### config.mk
export PLATFORM = sky130hd
export DESIGN_NAME = fix_signdiv
export DESIGN_NICKNAME = d
export VERILOG_FILES = /design/src/rtl/fix_arith_pkg.sv /design/src/rtl/fix_divstep.sv /design/src/rtl/fix_signdiv.sv
export SDC_FILE = /design/constraint.sdc
export NUM_CORES = 1
export LEC_CHECK = 0
export ABC_AREA = 0
export BUFFER_PORTS_ARGS = -buffer_cell sky130_fd_sc_hd__buf_2
export CAP_MARGIN = 0
export CORE_ASPECT_RATIO = 1.5
export CORE_MARGIN = 4
export CORE_UTILIZATION = 45
export DETAILED_ROUTE_END_ITERATION = 6
export PLACE_DENSITY = 0.64
export SLEW_MARGIN = 0
export SYNTH_ARGS = -nofsm -noshare
export SYNTH_HDL_FRONTEND = slang
export SYNTH_SLANG_ARGS = --single-unit
### constraint.sdc
create_clock -name clk -period 4.16 [get_ports clk]
set_input_delay 0.832 -clock clk [delete_from_list [all_inputs] [get_ports clk]]
set_output_delay 0.832 -clock clk [all_outputs]
set_load 0.01 [all_outputs]
### src/rtl/fix_arith_pkg.sv
// Shared definitions for the fixed-point arithmetic layer: divider state
// encoding and saturated quotient patterns as functions of operand width.
package fix_arith_pkg;

  typedef enum logic [1:0] {
    IDLE = 2'd0,
    CALC = 2'd1,
    DONE = 2'd2
  } div_state_t;

  // Widest operand the saturation helpers are expected to describe.
  localparam int unsigned FIX_MAX_WIDTH = 64;

  // Largest positive two's-complement value of width w: 0111...1
  function automatic logic [FIX_MAX_WIDTH-1:0] sat_max_pos(input int unsigned w);
    return (64'd1 << (w - 1)) - 64'd1;
  endfunction

  // Most negative two's-complement value of width w: 1000...0
  function automatic logic [FIX_MAX_WIDTH-1:0] sat_most_neg(input int unsigned w);
    return 64'd1 << (w - 1);
  endfunction

endpackage

### src/rtl/fix_divstep.sv
// One restoring division step on unsigned magnitudes: shift the next dividend
// bit into the partial remainder and trial-subtract the divisor magnitude.
module fix_divstep
  import fix_arith_pkg::*;
#(
  parameter int unsigned WIDTH = 16
) (
  input  logic [WIDTH-1:0] rem_in,
  input  logic             bit_in,
  input  logic [WIDTH-1:0] dvsr_mag,
  output logic [WIDTH-1:0] rem_out,
  output logic             quo_bit
);

  logic [WIDTH:0] shifted;
  logic [WIDTH:0] diff;
  logic           borrow;

  // The partial remainder is always below the divisor magnitude (<= 2^(W-1)),
  // so the shifted value fits in W bits and the extra top bit cleanly
  // signals a borrow from the trial subtraction.
  always_comb begin
    shifted = {rem_in, bit_in};
    diff    = shifted - {1'b0, dvsr_mag};
    borrow  = diff[WIDTH];
    quo_bit = ~borrow;
    rem_out = borrow ? shifted[WIDTH-1:0] : diff[WIDTH-1:0];
  end

endmodule

### src/rtl/fix_signdiv.sv
// Iterative signed fixed-point divider, round-toward-zero quotient and
// remainder, one restoring step per cycle on operand magnitudes.
// Optional: FIX_SIGNDIV_REM_EN enables the remainder register and its sign
// correction; otherwise the remainder port is tied to zero.
module fix_signdiv
  import fix_arith_pkg::*;
#(
  parameter  int unsigned INPUT_WIDTH = 16,
  localparam int unsigned CNT_WIDTH   = $clog2(INPUT_WIDTH + 1)
) (
  input  logic                   clk,
  input  logic                   rst,
  input  logic                   in_valid,
  output logic                   in_ready,
  input  logic [INPUT_WIDTH-1:0] dividend,
  input  logic [INPUT_WIDTH-1:0] divisor,
  output logic                   out_valid,
  input  logic                   out_ready,
  output logic [INPUT_WIDTH-1:0] quotient,
  output logic [INPUT_WIDTH-1:0] remainder,
  output logic                   div_by_zero,
  output logic                   overflow
);

  localparam logic [INPUT_WIDTH-1:0] QUO_MAX_POS  = INPUT_WIDTH'(sat_max_pos(INPUT_WIDTH));
  localparam logic [INPUT_WIDTH-1:0] QUO_MOST_NEG = INPUT_WIDTH'(sat_most_neg(INPUT_WIDTH));
  localparam logic [CNT_WIDTH-1:0]   CNT_START    = CNT_WIDTH'(INPUT_WIDTH);
  localparam logic [CNT_WIDTH-1:0]   CNT_ONE      = CNT_WIDTH'(1);

  // Magnitude in W unsigned bits; the most negative value maps to 2^(W-1).
  function automatic logic [INPUT_WIDTH-1:0] mag(input logic [INPUT_WIDTH-1:0] x);
    return x[INPUT_WIDTH-1] ? -x : x;
  endfunction

  div_state_t             state_q, state_d;
  logic [CNT_WIDTH-1:0]   cnt_q, cnt_d;
  logic [INPUT_WIDTH-1:0] prem_q, prem_d;
  logic [INPUT_WIDTH-1:0] dvd_q, dvd_d;
  logic [INPUT_WIDTH-1:0] dvsr_q, dvsr_d;
  logic                   neg_quo_q, neg_quo_d;
  logic [INPUT_WIDTH-1:0] quo_q, quo_d;
  logic                   dbz_q, dbz_d;
  logic                   ovf_q, ovf_d;
`ifdef FIX_SIGNDIV_REM_EN
  logic                   neg_rem_q, neg_rem_d;
  logic [INPUT_WIDTH-1:0] rem_q, rem_d;
`endif

  logic [INPUT_WIDTH-1:0] step_rem;
  logic                   step_qbit;
  logic [INPUT_WIDTH-1:0] quo_mag_next;

  fix_divstep #(
    .WIDTH(INPUT_WIDTH)
  ) u_divstep (
    .rem_in  (prem_q),
    .bit_in  (dvd_q[INPUT_WIDTH-1]),
    .dvsr_mag(dvsr_q),
    .rem_out (step_rem),
    .quo_bit (step_qbit)
  );

  // The dividend magnitude register doubles as the quotient accumulator:
  // dividend bits shift out of the top while quotient bits shift in below.
  assign quo_mag_next = {dvd_q[INPUT_WIDTH-2:0], step_qbit};

  // Next-state, operand capture, iteration and result sign correction.
  always_comb begin
    state_d   = state_q;
    cnt_d     = cnt_q;
    prem_d    = prem_q;
    dvd_d     = dvd_q;
    dvsr_d    = dvsr_q;
    neg_quo_d = neg_quo_q;
    quo_d     = quo_q;
    dbz_d     = dbz_q;
    ovf_d     = ovf_q;
`ifdef FIX_SIGNDIV_REM_EN
    neg_rem_d = neg_rem_q;
    rem_d     = rem_q;
`endif
    case (state_q)
      IDLE: begin
        if (in_valid) begin
          dvd_d     = mag(dividend);
          dvsr_d    = mag(divisor);
          neg_quo_d = dividend[INPUT_WIDTH-1] ^ divisor[INPUT_WIDTH-1];
          prem_d    = '0;
          dbz_d     = 1'b0;
          ovf_d     = 1'b0;
`ifdef FIX_SIGNDIV_REM_EN
          neg_rem_d = dividend[INPUT_WIDTH-1];
`endif
          if (divisor == '0) begin
            quo_d   = dividend[INPUT_WIDTH-1] ? QUO_MOST_NEG : QUO_MAX_POS;
            dbz_d   = 1'b1;
            cnt_d   = '0;
            state_d = DONE;
`ifdef FIX_SIGNDIV_REM_EN
            rem_d   = dividend;
`endif
          end else if (dividend == QUO_MOST_NEG && divisor == '1) begin
            quo_d   = QUO_MAX_POS;
            ovf_d   = 1'b1;
            cnt_d   = '0;
            state_d = DONE;
`ifdef FIX_SIGNDIV_REM_EN
            rem_d   = '0;
`endif
          end else begin
            cnt_d   = CNT_START;
            state_d = CALC;
          end
        end
      end
      CALC: begin
        prem_d = step_rem;
        dvd_d  = quo_mag_next;
        cnt_d  = cnt_q - CNT_ONE;
        if (cnt_q == CNT_ONE) begin
          quo_d   = neg_quo_q ? -quo_mag_next : quo_mag_next;
          state_d = DONE;
`ifdef FIX_SIGNDIV_REM_EN
          rem_d   = neg_rem_q ? -step_rem : step_rem;
`endif
        end
      end
      DONE: begin
        if (out_ready) begin
          state_d = IDLE;
        end
      end
      default: begin
        state_d = IDLE;
      end
    endcase
  end

  // State and datapath registers, cleared asynchronously.
  always_ff @(posedge clk or posedge rst) begin
    if (rst) begin
      state_q   <= IDLE;
      cnt_q     <= '0;
      prem_q    <= '0;
      dvd_q     <= '0;
      dvsr_q    <= '0;
      neg_quo_q <= 1'b0;
      quo_q     <= '0;
      dbz_q     <= 1'b0;
      ovf_q     <= 1'b0;
    end else begin
      state_q   <= state_d;
      cnt_q     <= cnt_d;
      prem_q    <= prem_d;
      dvd_q     <= dvd_d;
      dvsr_q    <= dvsr_d;
      neg_quo_q <= neg_quo_d;
      quo_q     <= quo_d;
      dbz_q     <= dbz_d;
      ovf_q     <= ovf_d;
    end
  end

`ifdef FIX_SIGNDIV_REM_EN
  // Remainder result and dividend-sign registers.
  always_ff @(posedge clk or posedge rst) begin
    if (rst) begin
      neg_rem_q <= 1'b0;
      rem_q     <= '0;
    end else begin
      neg_rem_q <= neg_rem_d;
      rem_q     <= rem_d;
    end
  end

  assign remainder = rem_q;
`else
  assign remainder = '0;
`endif

  assign in_ready    = (state_q == IDLE);
  assign out_valid   = (state_q == DONE);
  assign quotient    = quo_q;
  assign div_by_zero = dbz_q;
  assign overflow    = ovf_q;

endmodule

==> results of run 1 <==
-- layer usage --
metal,part of all wire,track usage,vias up
met3,0.041,0.03417,49
met5,0,0,-
met4,0.046,0.1183,0
li1,-,-,2346
met1,0.39,0.2461,2312
met2,0.53,0.3804,135
-- where the power goes --
part | total (W) | switching, W | internal [W]
sequential | 0.00141 | 0.000343 | 0.00107
clock | 0.000792 | 0.000295 | 0.000497
combinational | 0.00305 | 0.00180 | 0.00125
-- synth_stat cells, types with 2 or more instances --
cell      instances  area share
nand2_1          68       0.048
and4_1            6       0.010
a31oi_1          11       0.013
ha_1             22       0.052
nand4b_1          3      0.0050
nor2b_1           6      0.0071
o41ai_1           4      0.0066
nor3b_1           2      0.0028
a32oi_1           3      0.0050
nor4b_1           2      0.0033
and2_1            4      0.0047
o22ai_1           5      0.0059
a22oi_1          13       0.019
mux2i_1           9       0.017
o21ai_0          79       0.075
or4_1             9       0.013
o21ai_1           2      0.0019
a21oi_1          33       0.031
or3_1             8      0.0095
nand3b_1          3      0.0043
or2_2             2      0.0024
nand4_1           9       0.011
buf_4            16       0.023
o21a_1            3      0.0043
buf_2             3      0.0028
nand2b_1          6      0.0071
inv_1            37       0.026
nor3_1            8      0.0076
xnor2_1          20       0.033
a21o_1            7       0.010
nor2_1           38       0.027
xor2_1           22       0.037
o21bai_1          3      0.0043
o211ai_1          3      0.0043
nor4_1           10       0.012
o31ai_1           7       0.010
nand3_1          22       0.021
dfrtp_1          74        0.35
clkbuf_1         25       0.018
-- layout by cell type, fill, tap and decap left out, types with 11 or more instances in the layout --
cell / n
a21oi_1: 33
a22oi_1: 13
a31oi_1: 11
buf_2: 55
conb_1: 16
dfrtp_1: 74
ha_1: 22
inv_1: 36
nand2_1: 68
nand3_1: 22
nor2_1: 38
o21ai_0: 79
xnor2_1: 20
xor2_1: 22
-- flip-flops by register name, summed over array words and instances (netlist names) --
name and cells:
prem_q 16, overflow 1, quotient 16, neg_quo_q 1, dvd_q 16, div_by_zero 1, dvsr_q 16, cnt_q 5
state_q 2
-- critical path, stage by stage, from the launching register on --
cell	delay, ns
dfrtp_1	0.36
inv_1	0.05
ha_1	0.20
fa_1	0.40
nand2b_1	0.18
a211o_1	0.32
a2111o_1	0.54
a21boi_2	0.35
nor2_4	0.07
inv_2	0.07
ha_1	0.16
nand2_1	0.09
o41ai_1	0.34
xnor2_1	0.16
a21oi_1	0.08
o21ai_0	0.17
-- through the flow --
stage | hold WS [ns] | area (sq um)
2_1_floorplan | 0.4498 | 5331
3_3_place_gp | 0.4635 | 5632
3_5_place_dp | 0.4716 | 5632
4_1_cts | 0.4845 | 5931
5_1_grt | 0.4938 | 5931
6_report | 0.4774 | 5931
-- how the worst min path moves through the flow --
stage                 end  cells past startpoint  slack [ns]
3_5_place_dp    dvsr_q[7]                      2        0.47
6_report        dvsr_q[7]                      2        0.48
5_1_grt         dvsr_q[8]                      2        0.49
3_3_place_gp     overflow                      2        0.46
4_1_cts         dvsr_q[7]                      2        0.48
2_1_floorplan  dvsr_q[10]                      2        0.45
-- area by class of cell --
cell class | count | area, sq um | area share
clock inverters | 2 | 35.03 | 0.005907
multi-input cells | 494 | 3107 | 0.5238
repair buffers | 64 | 342.8 | 0.05781
clock buffers | 14 | 264.0 | 0.04451
inverters | 38 | 142.6 | 0.02405
well taps | 150 | 187.7 | 0.03165
flip-flops and latches | 74 | 1852 | 0.3122
-- cells by family (layout without fill, tap and decap cells) --
| group | Yosys count | after routing | synth area share |
|---|---|---|---|
| and+or+nand+nor | 211 | 211 | 0.2054 |
| AOI/OAI and AO/OA | 193 | 193 | 0.2289 |
| buffers and inverters | 83 | 118 | 0.07116 |
| DFF | 74 | 74 | 0.3510 |
| xor gates and xnor gates | 42 | 42 | 0.06973 |
| adders and majority gates | 23 | 23 | 0.05598 |
| muxes | 9 | 9 | 0.01708 |
| other | 1 | 16 | 0.0007109 |
==> results.json, run 1 <==
{
  "status": "finished, final reports clean",
  "post_cts_resized": 0,
  "cts_tree": "yes",
  "clock_latency_ns": 0.33,
  "reg2regPathDepth": 15,
  "grt.total_usage": 0.2174,
  "netlist_area_sq_um": 5275,
  "dp_hpwl_mm": 10.92,
  "powerDensity_nw_per_um2": 886.9,
  "clk_pin_slew_worst_paths_ns": 0.06,
  "fillers": 1128,
  "cts_buffer_depth": 2,
  "critPathLaunch": "dvd_q[15]",
  "crit_path_end_kind": "flop",
  "gr-total-overflow": 0,
  "synth.distinct_cells": 68,
  "worstSetupStartpointType": "flop",
  "syn_area_per_cell_sq_um": 8.294,
  "crit_arrival_ns": 3.88,
  "drive_gt1_frac": 0.1312,
  "num_vias": 4842,
  "first_pass_iters": 4,
  "rsz0062_at_grt": "false",
  "hold_path.class": "reg2reg",
  "coreArea_sq_um": 11470,
  "finClkSkew_ns": 0.004931,
  "tightest_slew_ns": 1.015,
  "drv_cap": 0,
  "required_ns": 4.41,
  "vdd_drop_max_uv": 412.9,
  "finalMaxSlewViolations": 0,
  "hp-start": "dvsr_q[7]",
  "yosysWarnings": 0,
  "htreeDepth": 3,
  "io_buffer_count": 55,
  "period_share": 0.8725,
  "design.die.area_sq_um": 13550,
  "fin_crit_ns": 3.630,
  "grt_pass1_wl_mm": 22.94,
  "grt_max_degree": 56,
  "nets": 740,
  "reg2reg_slack_ns": 0.53,
  "final_util": 0.5170,
  "p_leak_nw": 2.608,
  "cts_sinks": 74,
  "drt_iter0_markers": 204,
  "ioPinCount": 72,
  "grt_pass1_vias": 4688,
  "initial_core_util": 0.4599,
  "n_antenna_cell": 0,
  "r2r-end": "quotient[14]",
  "async_reset_ff_frac": 1.000,
  "path_class": "reg2reg",
  "path_max_fanout": 6,
  "fin_ws_ns": 0.5303,
  "antenna_found_initial": 0,
  "total_power_w": 0.005260,
  "fmax_mhz": 275.5,
  "fin_cells": 836,
  "cp-endpoint": "quotient[14]",
  "place_ws_ns": 0.5654,
  "synth-seq-cells": 74,
  "netlist_instances": 636,
  "yosysSeqAreaShare": 0.3510,
  "die_x_um": 96.40,
  "syn_to_final_growth_pct": 12.43,
  "die_h_um": 140.6,
  "wl_per_cell_um": 17.09,
  "setup_violations": 0,
  "rows": 48,
  "vias_per_cell": 5.792,
  "synth_edf_count": 0,
  "antenna_left": 0,
  "post_cts_buffers": 0,
  "dp.cells": 820,
  "relSlewSlack": 0.3232,
  "hold_violations": 0,
  "cts-buffers-inserted": 9,
  "ctsRootBufferMaster": "clkbuf_16",
  "totalWireLength_mm": 14.29,
  "cts_hold_buffers": 0,
  "r2r_start": "dvd_q[15]",
  "synth-main-ff-cell": "dfrtp_1",
  "drc": 0,
  "final.setup.tns_ns": 0,
  "routabilityCongestion": 0.8975
}
No activity file was read; power rests on OpenSTA's default activity.
==> run 2, diff against run 1 <==
--- a/config.mk
+++ b/config.mk
@@ -13,6 +13,7 @@
 export CORE_UTILIZATION = 45
 export DETAILED_ROUTE_END_ITERATION = 6
 export PLACE_DENSITY = 0.64
+export REMOVE_ABC_BUFFERS = 1
 export SLEW_MARGIN = 0
 export SYNTH_ARGS = -nofsm -noshare
 export SYNTH_HDL_FRONTEND = slang
==> run 2 against run 1 <==
Effect of this change:
- wire length fell by 8.4%
- largest power group unchanged
- critical path type unchanged
- highest routed layer unchanged
- worst hold slack got worse by 0.0021 ns
- clock power barely moved
- non-clock buffer count did not move
- fmax rose by 0.33%
- largest cell class unchanged
- clock-buffer cell count fell by 5
==> results.json, run 2 (synthesis results as in run 1) <==
{
  "antenna_left": 0,
  "ioPinCount": 72,
  "hp-start": "quotient[0]",
  "totalWireLength_mm": 13.09,
  "fmax_mhz": 276.4,
  "die_h_um": 140.6,
  "clk_pin_slew_worst_paths_ns": 0.06,
  "drt_iter0_markers": 271,
  "vdd_drop_max_uv": 417.2,
  "finalMaxSlewViolations": 0,
  "grt_pass1_vias": 4553,
  "gr-total-overflow": 0,
  "finClkSkew_ns": 0.007656,
  "ctsRootBufferMaster": "clkbuf_16",
  "htreeDepth": 3,
  "period_share": 0.8696,
  "initial_core_util": 0.4599,
  "required_ns": 4.42,
  "cpPeakStageDelay_ns": 0.54,
  "relSlewSlack": 0.4684,
  "cts_sinks": 74,
  "status": "finished, final reports clean",
  "critPathLaunch": "dvsr_q[0]",
  "rsz0062_at_grt": "false",
  "clock_latency_ns": 0.34,
  "routabilityCongestion": 0.9481,
  "cp_slowest_cell": "a2111o_1",
  "rows": 48,
  "antenna_found_initial": 0,
  "grt_util_met2": 0.3273,
  "path_max_fanout": 6,
  "die_x_um": 96.40,
  "coreArea_sq_um": 11470,
  "powerDensity_nw_per_um2": 882.6,
  "post_cts_resized": 0,
  "post_cts_buffers": 0,
  "syn_to_final_growth_pct": 12.50,
  "num_vias": 4730,
  "fin_crit_ns": 3.618,
  "final.setup.tns_ns": 0,
  "tightest_slew_ns": 0.7974,
  "first_pass_iters": 5,
  "cts-buffers-inserted": 9,
  "r2r_start": "dvsr_q[0]",
  "final_common_cell": "o21ai_0",
  "n_antenna_cell": 0,
  "busiest_layer": "met2",
  "fillers": 1127,
  "grt_pass1_wl_mm": 21.94,
  "critical_path.cell_chain": "ha_1 -> fa_1 -> nand2b_1 -> a211o_1 -> a2111o_1 -> a21boi_2 -> nor2_4 -> inv_2 -> ha_1 -> nand2_1 -> o41ai_1 -> xnor2_1 -> a21oi_1 -> o21ai_0",
  "grt.met1_usage": 0.2676,
  "design.die.area_sq_um": 13550,
  "cp_common_cell": "ha_1",
  "cts_tree": "yes",
  "hold_path.class": "reg2reg",
  "nets": 740,
  "p_leak_nw": 2.607,
  "dp_hpwl_mm": 9.914,
  "final_cell_mix": "o21ai_0, dfrtp_1, nand2_1",
  "path_class": "reg2reg",
  "setup_violations": 0,
  "drive_gt1_frac": 0.1356,
  "cts_buffer_depth": 2,
  "wl_per_cell_um": 15.66,
  "hold_violations": 0,
  "drc": 0,
  "grt.total_usage": 0.2026,
  "crit_arrival_ns": 3.87,
  "grt_max_degree": 56,
  "vias_per_cell": 5.658,
  "crit_path_end_kind": "flop",
  "cts_hold_buffers": 0,
  "io_buffer_count": 55,
  "hold_ws_ns": 0.4754,
  "drv_cap": 0,
  "worstSetupStartpointType": "flop",
  "grt_util_met3": 0.04378
}
## run 2: worst paths after layout
check	to	slack [ns]	depth (start not counted)
worst max-delay path	quotient[14]	0.54	14
worst min-delay path	quotient[0]	0.48	2
worst max register to register	quotient[14]	0.54	14
worst min register to register	quotient[0]	0.48	2
max in group asynchronous	prem_q[6]	2.59	3
min in group asynchronous	prem_q[15]	0.54	2
## run 2: layout make-up
type	instances	area, sq um	share of cell area
well taps	150	187.7	0.03163
clock inverters	7	77.57	0.01307
multi-input cells	494	3107	0.5235
flip-flops and latches	74	1852	0.3120
inverters	38	142.6	0.02404
repair buffers	64	342.8	0.05777
clock buffers	9	225.2	0.03795
## run 2: metrics by stage
stage	utilization	instance area, sq um	power (W)	instances	setup WS (ns)
6_report	0.5173	5934	0.005238	836	0.5424
5_1_grt	0.5173	5934	0.005774	836	0.2837
3_5_place_dp	0.4909	5632	0.004459	820	0.5494
2_1_floorplan	-	5099	0.003591	606	0.6267
4_1_cts	0.5173	5934	0.005278	836	0.5250
3_3_place_gp	0.4909	5632	0.004391	820	0.6465
## run 2: metal layers
layer / share of wire / vias to the layer above / wire length (um)
met4: 0.020 / 0 / 267
met3: 0.048 / 22 / 625
met2: 0.49 / 120 / 6376
met5: 0 / - / 0
met1: 0.44 / 2230 / 5819
li1: - / 2358 / -
## run 2: worst max-delay path: cells and delay by family (launching register included)
| kind | cells | cell delay [ns] |
|---|---|---|
| adders and majority gates | 3 | 0.77 |
| xor gates and xnor gates | 1 | 0.17 |
| AOI/OAI and AO/OA | 6 | 1.79 |
| and+or+nand+nor | 3 | 0.35 |
| DFF | 1 | 0.39 |
| buffers and inverters | 1 | 0.06 |
## run 2: where the power goes
group / switching, W / leakage, nW / total [W] / internal, W
combinational: 0.00179 / 1.55 / 0.00305 / 0.00126
sequential: 0.000327 / 0.908 / 0.00140 / 0.00107
clock: 0.000322 / 0.146 / 0.000791 / 0.000470
total: 0.00244 / 2.61 / 0.00524 / 0.00280
==> run 3, diff against run 2 <==
--- a/config.mk
+++ b/config.mk
@@ -17,4 +17,5 @@
 export SLEW_MARGIN = 0
 export SYNTH_ARGS = -nofsm -noshare
 export SYNTH_HDL_FRONTEND = slang
+export SYNTH_HIERARCHICAL = 1
 export SYNTH_SLANG_ARGS = --single-unit
==> run 3 against run 2 <==
Effect of this change:
- setup slack got worse by 0.094 ns
- non-clock buffer count did not move
- worst hold slack lost 0.00057 ns
- first-iteration DRC count is 46% lower
- global-route usage rose by 0.081 points
- sequential cell count stayed put
- via count shrank 7.3%
- power up 5.5%
- final area down 0.25%
- critical path depth did not move
- combinational power rose by 7.9%
- final cell count shrank 5.3%
- largest cell class unchanged
- largest power group unchanged
==> results.json, run 3 <==
{
  "netlist_instances": 594,
  "cts_hold_buffers": 0,
  "fillers": 1123,
  "register_area_sq_um": 1852,
  "reg2regPathDepth": 14,
  "cts_tree": "yes",
  "initial_core_util": 0.4589,
  "netlist_area_sq_um": 5291,
  "yosysWarnings": 6,
  "cpPeakStageDelay_ns": 0.44,
  "grt_pass1_vias": 4328,
  "sequentialPowerShare": 0.259,
  "cp_num_cells": 14,
  "finalMaxSlewViolations": 0,
  "totalWireLength_mm": 13.10,
  "clockPowerShare": 0.145,
  "path_buf_inv": 1,
  "cts_sinks": 74,
  "nets": 696,
  "cts_buffer_depth": 2,
  "status": "finished, final reports clean",
  "fin_ws_ns": 0.4488,
  "vias_per_cell": 5.538,
  "dp.cells": 776,
  "pwr-share-comb": 0.596,
  "r2r-end": "quotient[13]",
  "die_x_um": 96.54,
  "p_leak_nw": 2.682,
  "crit_path_end_kind": "flop",
  "grt_pass1_wl_mm": 21.58,
  "synthTopCellsByArea": "dfrtp_1, o21ai_0, nand2_1, xor2_1, ha_1",
  "fin_cells": 792,
  "io_buffer_count": 55,
  "synth_common_cells": "nand2_1, o21ai_0, dfrtp_1, xor2_1, inv_1",
  "final.setup.tns_ns": 0,
  "min_to": "div_by_zero",
  "dp_hpwl_mm": 9.665,
  "die_h_um": 140.8,
  "crit_arrival_ns": 3.93,
  "fmax_mhz": 269.5,
  "post_cts_buffers": 0,
  "r2r_start": "dvd_q[15]",
  "total_power_w": 0.005524,
  "yosysSeqAreaShare": 0.3500,
  "grt_max_degree": 48,
  "first_pass_iters": 4,
  "final_common_cell": "nand2_1",
  "antenna_left": 0,
  "n_antenna_cell": 0,
  "ioPinCount": 72,
  "period_share": 0.8921,
  "synth_edf_count": 0,
  "drc": 0,
  "syn_to_final_growth_pct": 11.87,
  "path_class": "reg2reg",
  "grt.total_usage": 0.2034,
  "tightest_slew_ns": 0.9244,
  "rsz0062_at_grt": "false",
  "antenna_found_initial": 0,
  "drive_gt1_frac": 0.1900,
  "place_ws_ns": 0.5265,
  "clk_pin_slew_worst_paths_ns": 0.06,
  "clock_latency_ns": 0.34,
  "rows": 48,
  "syn_area_per_cell_sq_um": 8.908,
  "design.die.area_sq_um": 13590,
  "multi_input_comb_area_sq_um": 3114,
  "critical_path.cell_chain": "inv_1 -> ha_1 -> fa_1 -> nor2b_1 -> o31a_1 -> o41a_1 -> and4_4 -> a311oi_2 -> xnor2_2 -> or2_2 -> o41ai_1 -> xor2_1 -> a21oi_1 -> mux2_1",
  "worstSetupStartpointType": "flop",
  "intPower_w": 0.003133,
  "crit_family": "compound AO/OA/AOI/OAI gates",
  "min_path_cells": 2,
  "synth.most_common_cell": "nand2_1",
  "cp_slowest_cell": "o41a_1",
  "synth.distinct_cells": 64,
  "yosys.area.top_type_share": 0.3500,
  "routabilityCongestion": 0.8498,
  "required_ns": 4.38,
  "post_cts_resized": 0,
  "switching_share": 0.4328,
  "drv_cap": 0,
  "vdd_drop_max_uv": 441.6,
  "wl_per_cell_um": 16.54,
  "ctsRootBufferMaster": "clkbuf_16",
  "num_vias": 4386,
  "coreArea_sq_um": 11530,
  "p_sw_w": 0.002391,
  "setup_violations": 0,
  "synth-main-ff-cell": "dfrtp_1",
  "final_util": 0.5133,
  "drt_iter0_markers": 146,
  "async_reset_ff_frac": 1.000,
  "final_cell_mix": "nand2_1, o21ai_0, dfrtp_1",
  "htreeDepth": 3,
  "fin_crit_ns": 3.711,
  "hold_path.class": "reg2reg",
  "synth-seq-cells": 74,
  "cts-buffers-inserted": 9,
  "finClkSkew_ns": 0.005607,
  "powerDensity_nw_per_um2": 933.2,
  "path_max_fanout": 6,
  "gr-total-overflow": 0,
  "reg2reg_slack_ns": 0.45,
  "hp-start": "div_by_zero",
  "hold_violations": 0,
  "relSlewSlack": 0.3837,
  "synth_area_leader_cell": "dfrtp_1"
}
-- run 3: per-stage QoR --
stage          hold slack [ns]  cell area (sq um)
2_1_floorplan           0.4498               5080
3_3_place_gp            0.4632               5613
3_5_place_dp            0.4667               5613
4_1_cts                 0.4800               5919
5_1_grt                 0.5066               5919
6_report                0.4748               5919
-- run 3: cell families (layout without fill, tap and decap cells) --
family / Yosys count / in the layout / share of synthesized area
simple gates: 172 / 172 / 0.1646
compound gates: 159 / 159 / 0.1844
buf+inv: 78 / 111 / 0.07259
flops: 74 / 74 / 0.3500
xor+xnor: 53 / 53 / 0.08915
mux: 34 / 34 / 0.08276
fa+ha+maj: 23 / 23 / 0.05580
other cells: 1 / 16 / 0.0007087
-- run 3: how the worst max path moves through the flow --
stage                    from           end
floorplan           dvd_q[15]  quotient[12]
global placement    dvd_q[15]  quotient[11]
detailed placement  dvd_q[15]  quotient[13]
CTS                 dvd_q[15]  quotient[13]
global route        dvd_q[15]  quotient[11]
finish              dvd_q[15]  quotient[13]
-- run 3: worst register-to-register path: cells and delay by family, from the launching register on --
family	cells	cell delay (ns)
AND/OR/NAND/NOR	3	0.65
buffers and inverters	1	0.08
XOR/XNOR	2	0.34
adder cells (fa/ha/maj)	2	0.42
multiplexers	1	0.31
AO/OA/AOI/OAI	5	1.42
flip-flops	1	0.38
-- run 3: cell type report --
class	count	area share
Clock inverter	4	0.008455
Inverter	31	0.01966
Clock buffer	12	0.04333
Tap cell	150	0.03171
Sequential cell	74	0.3128
Timing Repair Buffer	64	0.05792
Multi-Input combinational cell	457	0.5261
-- run 3: power groups by stage --
stage	logic [W]	clock network (W)	registers (W)
2_1_floorplan	0.00251	0	0.00136
3_3_place_gp	0.00319	0	0.00142
3_5_place_dp	0.00328	0	0.00143
4_1_cts	0.00330	0.000818	0.00143
5_1_grt	0.00369	0.000843	0.00148
6_report	0.00329	0.000803	0.00143
-- run 3: layer usage --
metal	global-route usage	wire, um	part of all wire
met1	0.2412	5281	0.40
met2	0.3628	7048	0.54
met3	0.03150	443	0.034
met4	0.07317	327	0.025
met5	0	0	0
